<file path="config.mk">
export PLATFORM = sky130hd
export DESIGN_NAME = dmem_responder
export DESIGN_NICKNAME = d
export VERILOG_FILES = /design/src/rtl/dmem_responder.sv
export SDC_FILE = /design/constraint.sdc
export NUM_CORES = 2
export LEC_CHECK = 0
export CORE_MARGIN = 5
export CORE_UTILIZATION = 35
export DETAILED_ROUTE_END_ITERATION = 6
export RECOVER_POWER = 25
export SLEW_MARGIN = 20
export SYNTH_ARGS = -nofsm -noshare
export SYNTH_HDL_FRONTEND = slang
export SYNTH_SLANG_ARGS = --single-unit
</file>
<file path="constraint.sdc">
create_clock -name clk -period 5.9 [get_ports clk]
set_clock_uncertainty 0.2 [all_clocks]
set_input_delay 0.59 -clock clk [delete_from_list [all_inputs] [get_ports clk]]
set_output_delay 0.59 -clock clk [all_outputs]
set_load 0.01 [all_outputs]
</file>
<file path="src/rtl/dmem_responder.sv">
// Data-memory responder for the CPU load/store port.
// Single outstanding request, fixed wait states, registered one-cycle response.
module dmem_responder #(
    parameter int ADDR_W      = 8,
    parameter int DATA_W      = 32,
    parameter int WAIT_CYCLES = 2
) (
    input  logic              clk,
    input  logic              reset,
    input  logic              req_valid,
    output logic              req_ready,
    input  logic              req_we,
    input  logic [31:0]       req_addr,
    input  logic [DATA_W-1:0] req_wdata,
    input  logic [3:0]        req_be,
    output logic              rsp_valid,
    output logic [DATA_W-1:0] rsp_rdata,
    output logic              rsp_err
);

    localparam int          DEPTH = 2 ** (ADDR_W - 2);
    localparam int          LANES = DATA_W / 8;
    localparam logic [3:0]  WC    = 4'(WAIT_CYCLES);

    typedef enum logic [1:0] {
        S_IDLE,
        S_WAIT,
        S_RESP
    } state_e;

    state_e state_q, state_d;
    logic [3:0] cnt_q, cnt_d;

    logic              we_q;
    logic [31:0]       addr_q;
    logic [DATA_W-1:0] wdata_q;
    logic [3:0]        be_q;

    logic [DATA_W-1:0] rd_q;
    logic              err_q;

    logic              rsp_valid_q;
    logic [DATA_W-1:0] rsp_rdata_q;
    logic              rsp_err_q;

    logic [DATA_W-1:0] mem [DEPTH];

    logic              idle;
    logic              accept;
    logic              enter_resp;
    logic              src_we;
    logic [31:0]       src_addr;
    logic [DATA_W-1:0] src_wdata;
    logic [3:0]        src_be;
    logic              src_err;
    logic [ADDR_W-3:0] src_idx;

    assign idle      = (state_q == S_IDLE);
    assign req_ready = idle;
    assign accept    = req_valid && idle;

    // With zero wait states RESP is entered at the accept edge itself,
    // so the access must use the live request rather than the latched copy.
    assign src_we    = idle ? req_we    : we_q;
    assign src_addr  = idle ? req_addr  : addr_q;
    assign src_wdata = idle ? req_wdata : wdata_q;
    assign src_be    = idle ? req_be    : be_q;
    assign src_idx   = src_addr[ADDR_W-1:2];
    assign src_err   = (|src_addr[1:0]) | (|src_addr[31:ADDR_W]);

    assign enter_resp = (state_d == S_RESP) && (state_q != S_RESP);

    assign rsp_valid = rsp_valid_q;
    assign rsp_rdata = rsp_rdata_q;
    assign rsp_err   = rsp_err_q;

    // Next-state logic: accept, count wait states, single RESP cycle.
    always_comb begin
        state_d = state_q;
        cnt_d   = cnt_q;
        unique case (state_q)
            S_IDLE: begin
                if (accept) begin
                    if (WC == 4'd0) begin
                        state_d = S_RESP;
                    end else begin
                        state_d = S_WAIT;
                        cnt_d   = 4'd1;
                    end
                end
            end
            S_WAIT: begin
                if (cnt_q == WC) begin
                    state_d = S_RESP;
                    cnt_d   = 4'd0;
                end else begin
                    cnt_d = cnt_q + 4'd1;
                end
            end
            S_RESP: begin
                state_d = S_IDLE;
            end
            default: begin
                state_d = S_IDLE;
                cnt_d   = 4'd0;
            end
        endcase
    end

    // State, counter and request latch.
    always_ff @(posedge clk) begin
        if (!reset) begin
            state_q <= S_IDLE;
            cnt_q   <= 4'd0;
            we_q    <= 1'b0;
            addr_q  <= '0;
            wdata_q <= '0;
            be_q    <= '0;
        end else begin
            state_q <= state_d;
            cnt_q   <= cnt_d;
            if (accept) begin
                we_q    <= req_we;
                addr_q  <= req_addr;
                wdata_q <= req_wdata;
                be_q    <= req_be;
            end
        end
    end

    // Capture load data and error flag at the edge entering RESP.
    always_ff @(posedge clk) begin
        if (!reset) begin
            rd_q  <= '0;
            err_q <= 1'b0;
        end else if (enter_resp) begin
            err_q <= src_err;
            rd_q  <= (src_we || src_err) ? '0 : mem[src_idx];
        end
    end

    // Response outputs: one registered pulse following the RESP cycle.
    always_ff @(posedge clk) begin
        if (!reset) begin
            rsp_valid_q <= 1'b0;
            rsp_rdata_q <= '0;
            rsp_err_q   <= 1'b0;
        end else begin
            rsp_valid_q <= (state_q == S_RESP);
            rsp_rdata_q <= (state_q == S_RESP) ? rd_q : '0;
            rsp_err_q   <= (state_q == S_RESP) ? err_q : 1'b0;
        end
    end

    // Byte-lane store commit; reset asserted at this edge drops the write.
    always_ff @(posedge clk) begin
        if (reset && enter_resp && src_we && !src_err) begin
            for (int i = 0; i < LANES; i++) begin
                if (src_be[i]) begin
                    mem[src_idx][8*i +: 8] <= src_wdata[8*i +: 8];
                end
            end
        end
    end

endmodule

</file>
* Word level (Yosys, flattened, before mapping)
Memories as Yosys holds them, arrays and structs flattened.
Index checks and enable logic that the tools add are counted.
W data, S select, Z words.
** Cells by class
- Add/sub/neg operators :: 1
- Multipliers :: 0
- Divide/modulo/power cells :: 0
- $lt $le $gt $ge :: 0
- Equal/unequal tests :: 6
- Shifts and indexed selects :: 0
- Mux-type cells :: 23
- Bitwise gates (word level) :: 2
- Reductions and logical operators :: 12
** Operators by type and width (count)
- $mux W32 :: 3
- $reduce_or A24 Y1 :: 1
- $mux W1 :: 13
- $mux W4 :: 3
- $pmux W4 S3 :: 1
- $logic_and A1 B1 Y1 :: 5
- $add A4 B1 Y4 const B :: 1
- $eq A2 B2 Y1 const B :: 2
- $eq A4 B2 Y1 const B :: 1
- $mux W2 :: 2
- $pmux W2 S2 :: 1
- $reduce_and A2 Y1 :: 2
- $eq A2 B1 Y1 const B :: 1
- $logic_not A2 Y1 :: 1
- $ne A2 B1 Y1 const B :: 1
- $ne A2 B2 Y1 const B :: 1
- $reduce_or A2 Y1 :: 1
- $logic_not A1 Y1 :: 1
- $logic_or A1 B1 Y1 :: 1
- $not A1 Y1 :: 1
- $or A1 B1 Y1 :: 1
** Word-level totals
- Bits in registers :: 142
- Latch bits :: 0
- RAM bits :: 2048
- Memory bits (read-only) :: 0
- Bits of input ports :: 72
- Output and inout port bits :: 35
- Logic and storage cells :: 56
- Memories kept :: 1
** Memories
- mem :: depth 64, bits a word 32, read ports 1, clocked after memory_dff 0, wr ports 1, line 46 : logic [DATA_W-1:0] mem [DEPTH];

* Depth between registers and ports, before layout
- Depth after elaboration :: 11
- Gate-level depth with buffers :: 15

* Least setup slack after synthesis
Ideal clock, no wire load.
- Path kind :: input-to-reg
- Start :: input port req_addr[4]
- End :: memory mem[12][0], enable pin
- Setup time :: 0.383 ns
- Arrival :: 3.010 ns
- Data required time :: 5.317 ns
- Path slack :: 2.307 ns
- Stages on the path :: 8
- Buffers on the path :: 5
- Path through :: clkbuf_1 -> nor3b_1 -> a22oi_1 -> buf_2 -> buf_1 -> clkbuf_1 -> buf_1 -> nor3_1
** Between the ends
- Word-level cells in the longest chain between the ends :: 1
** Ends and longest elaborated chain
- start, declared :: line 13 : input logic [31:0] req_addr,
- $mux W32 :: line 65 : assign src_addr = idle ? req_addr : addr_q;
- end, declared :: line 46
Every way passes these cells.

* Worst setup path in the final report
- Start :: input port reset
- End :: register rsp_rdata_q[3] (netlist: rsp_rdata[3])
** Between the ends
- Word-level cells in the longest chain between the ends :: 1
** Ends and longest elaborated chain
- start, declared :: line 9 : input logic reset,
- $reduce_and A2 Y1 (no source line)
- end signal, assigned :: line 150 : rsp_rdata_q <= (state_q == S_RESP) ? rd_q : '0;
- end, declared :: line 43 : logic [DATA_W-1:0] rsp_rdata_q;
Every way passes these cells.
A chain may end at the register's enable or synchronous reset.

==> summary.md <==
The final total negative setup slack is 0 ns, and the number of cells traversed by the worst register-to-register path is 5. For the pin with the worst max-slew slack, the measured transition is 3.22 ns. The initial antenna violation count was 8. The finished cells cover 0.0965 mm². After synthesis, the netlist uses 62 different library cells. The tree is rooted in a sky130_fd_sc_hd__clkbuf_16. The critical path in this run is classified as in2reg. The routed layout has 54300 vias.

The setup check on the worst reg-to-reg path leaves a slack of 0.99 ns. For this design the top-level I/O count stands at 107. The number of placed instances, taps included, is 9120. The tools report the cell area after synthesis as 0.0831 mm². The die covers 0.247 mm². The top cell type by area accounts for 74.0% of the synthesized area. For this run, the leading register cell type out of synthesis is sky130_fd_sc_hd__edfxtp_1.

The startpoint of the most critical register-to-register path was state_q[0]$_SDFF_PN0_. The time the worst path needs with I/O delays and setup is 5.07 ns. The logs give 5 for the iteration count of the initial detailed-routing pass and 5892 for the instance count of the mapped netlist. Hold violation count in the final report: 0. The proportion of layout cells with a drive suffix above 1 works out to 11.1%. The total area inside the core boundary comes to 0.237 mm².

The synthesized net count was 5964; the starting density of the core was 35.1%. Max-cap violations in this run came to 23. The CTS buffer count was 216. The count of endpoints failing setup in the final report is 0, and the total routed wirelength is 262000 µm. The number of cell rows is 179. The count of buffers added on input and output ports is 106.

For this run, the number of Yosys warnings is 0. After detailed routing, the number of remaining DRC violations is 0. The first global-routing pass estimated 379000 µm of wire.

The count of cells along the worst hold path is 3, and the final weighted congestion in routability-driven placement is 0.870. The biggest area contributor in the post-synthesis netlist is sky130_fd_sc_hd__edfxtp_1. Data on the critical path is required at its endpoint by 6.40 ns. The worst-case IR drop observed on VDD is 0.308 mV. The checks that failed: max-capacitance violations, max-slew violations. The leakage component of the power came out at 31.2 nW. Setup repair after global routing left no endpoint under its margin. After clock tree synthesis, the clock-pin slew on the worst setup and hold paths is 0.06 ns. The run gives 7138 as the first-iteration detailed-routing DRC count.

The area of the multi-input gates came out at 0.0173 mm². The hold-critical path endpoint is addr_q[8]$_SDFFE_PN0P_. The element type at the critical path start was a primary input.

The floorplan step set the die width to 497 µm. Headroom to the max-slew limit came out at -115%. The clock passes through at most 3 buffers. In the post-synthesis netlist, the biggest area contributors are sky130_fd_sc_hd__edfxtp_1 74%, sky130_fd_sc_hd__nand2_1 5.3%, sky130_fd_sc_hd__dfxtp_1 3.4%.

The final layout contains 6244 nets. The logs give 0.102 ns for the tightest hold margin and 5.57 ns for the critical path data arrival time. From synthesis to final layout, the design area changed by 16.1%.

The placed instances occupy a cell area of 0.0901 mm². The kind of path behind the tightest hold check is in2reg. Sequential elements use 77.4% of the synthesized area. The worst flop-to-flop path endpoint was mem[32][17]$_DFFE_PP_. The hold buffer count at CTS came out at 1. The final worst-path cycle share is 86.0%, and the synthesized area divided by synthesized cell count is 14.1 µm².

Of all flip-flops after synthesis, the portion carrying an async set or reset was 0%. The count of nets left with antenna violations once routing finished came out at 0. The fmax was 0.197 GHz; the y dimension of the die was 497 µm.

By count the netlist is led by 2048 x sky130_fd_sc_hd__edfxtp_1, 1174 x sky130_fd_sc_hd__nand2_1, 427 x sky130_fd_sc_hd__o22ai_1, 270 x sky130_fd_sc_hd__nor3_1, 263 x sky130_fd_sc_hd__nor2_1. Clock tree synthesis found a total of 2190 sinks. Dividing the detail-routed wire length by the instance count gives 27.5 µm. The number of standard cells in the layout, taps in and fillers out came out at 9526. Kind of end point of the critical path: a flop. The start point of the critical path was reset. After synthesis the netlist holds a flip-flop and latch count of 2190. The total congestion overflow came out at 0. The run finished, with violations left. The sequential cell area came out at 0.0643 mm².

In the routed layout, each cell is associated on average with a via count of 5.70. The run gives 1477 as the total count of max-transition violations in the final report. The most frequent cell after synthesis is sky130_fd_sc_hd__edfxtp_1. Once layout is complete, the utilization of the core stands at 40.7%. The run gives 52900 as the via count of the first global-routing pass. The later pin in the worst-skew pair is clocked with a latency of 0.86 ns. The H-tree was split into 4 levels. The overall routing resource usage was 20.4%. The number of setup buffers added after CTS is 0.

TritonCTS built the clock tree. In this run, synthesis inferred 2048 flip-flops with an integrated enable. The count of instances resized after the clock tree is built came out at 0. The power density over the cells is 340 mW/mm². Of all nets on the critical path, the largest fanout is 77. The pin count of the biggest net entering global routing is 98, and the detailed placer's ending HPWL is 153000 µm. In this run the most critical hold path is launched from req_addr[8]. Fill cells in the final layout number 21600.
==> where the power goes <==
| part | leakage, nW | internal (mW) | total, mW | switching [mW] |
|---|---|---|---|---|
| clock network | 3.26 | 7.29 | 13.1 | 5.80 |
| registers | 19.7 | 17.2 | 17.2 | 0.0215 |
| logic | 8.24 | 0.568 | 2.46 | 1.89 |
| total | 31.2 | 25.1 | 32.8 | 7.71 |
==> stage by stage <==
step / setup WS [ns] / total power, mW
final: 0.829 / 32.8
after global routing: 0.471 / 33.7
after CTS: 1.21 / 32.9
after floorplan: 2.31 / 18.8
after global placement: 1.15 / 19.9
after detailed placement: 1.19 / 20.0
==> state kept, by name, summed over array words and instances (netlist names) <==
signal     flops
wdata_q       32
be_q           4
we_q           1
err_q          1
rsp_valid      1
rd_q          32
rsp_rdata     32
addr_q        32
rsp_err        1
cnt_q          4
state_q        2
mem         2048
==> critical path, cell delays in order <==
cell and delay [ns]:
sky130_fd_sc_hd__dlygate4sd3_1 0.53, sky130_fd_sc_hd__clkbuf_1 0.15, sky130_fd_sc_hd__clkbuf_1 2.29, sky130_fd_sc_hd__nor3b_1 0.85, sky130_fd_sc_hd__buf_4 0.66, sky130_fd_sc_hd__and2_0 0.40
==> worst max path at each step <==
stage | end | slack, ns | cells after the start
floorplan | mem[12][0]$_DFFE_PP_ | 2.31 | 8
global placement | rd_q[30]$_SDFFE_PN0N_ | 1.15 | 10
detailed placement | rd_q[30]$_SDFFE_PN0N_ | 1.19 | 9
CTS | rd_q[29]$_SDFFE_PN0N_ | 1.21 | 11
global route | rsp_rdata[0]$_SDFF_PN0_ | 0.47 | 6
finish | rsp_rdata[3]$_SDFF_PN0_ | 0.83 | 6
==> cells in the final DEF, fill, tap and decap left out, types with 72 or more instances in the layout <==
cell type                   synthesis  final
sky130_fd_sc_hd__a32oi_1           99     99
sky130_fd_sc_hd__buf_4              6    330
sky130_fd_sc_hd__nand2_1         1174   1155
sky130_fd_sc_hd__clkbuf_16          0    218
sky130_fd_sc_hd__nor4_1            72     72
sky130_fd_sc_hd__o22ai_1          427    427
sky130_fd_sc_hd__nand3_1          245    244
sky130_fd_sc_hd__dfxtp_1          142    142
sky130_fd_sc_hd__a21boi_0          85     85
sky130_fd_sc_hd__nor3_1           270    269
sky130_fd_sc_hd__nor2_1           263    262
sky130_fd_sc_hd__a31oi_1          147    147
sky130_fd_sc_hd__edfxtp_1        2048   2048
sky130_fd_sc_hd__a21oi_1          206    206
==> per-layer routing <==
layer | routed length [µm] | track usage (%) | share of wire (%)
met2 | 123000 | 32.9 | 47
met5 | 34 | 0 | 0.013
met1 | 104000 | 28.3 | 40
met3 | 25300 | 3.55 | 9.7
met4 | 8690 | 6.53 | 3.3
==> logic make-up (layout without fill, tap and decap cells) <==
group | count (synthesis) | after routing | share of synthesized area (%)
compound gates | 1095 | 1095 | 8.76
buf+inv | 418 | 879 | 2.07
mux | 78 | 78 | 0.963
simple gates | 2110 | 2110 | 10.8
flops | 2190 | 2190 | 77.4
other cells | 0 | 6 | 0
xor+xnor | 1 | 1 | 0.0105
==> layout make-up <==
type / count / area share, %
antenna: 6 / 0.0156
timing repair buffer: 476 / 4.41
clock inverter: 108 / 0.794
inverter: 4 / 0.0181
sequential: 2190 / 66.6
tap: 3167 / 4.10
multi-input combinational: 3284 / 17.9
clock buffer: 291 / 6.08
Note: power is estimated with default switching activity, not from simulation.
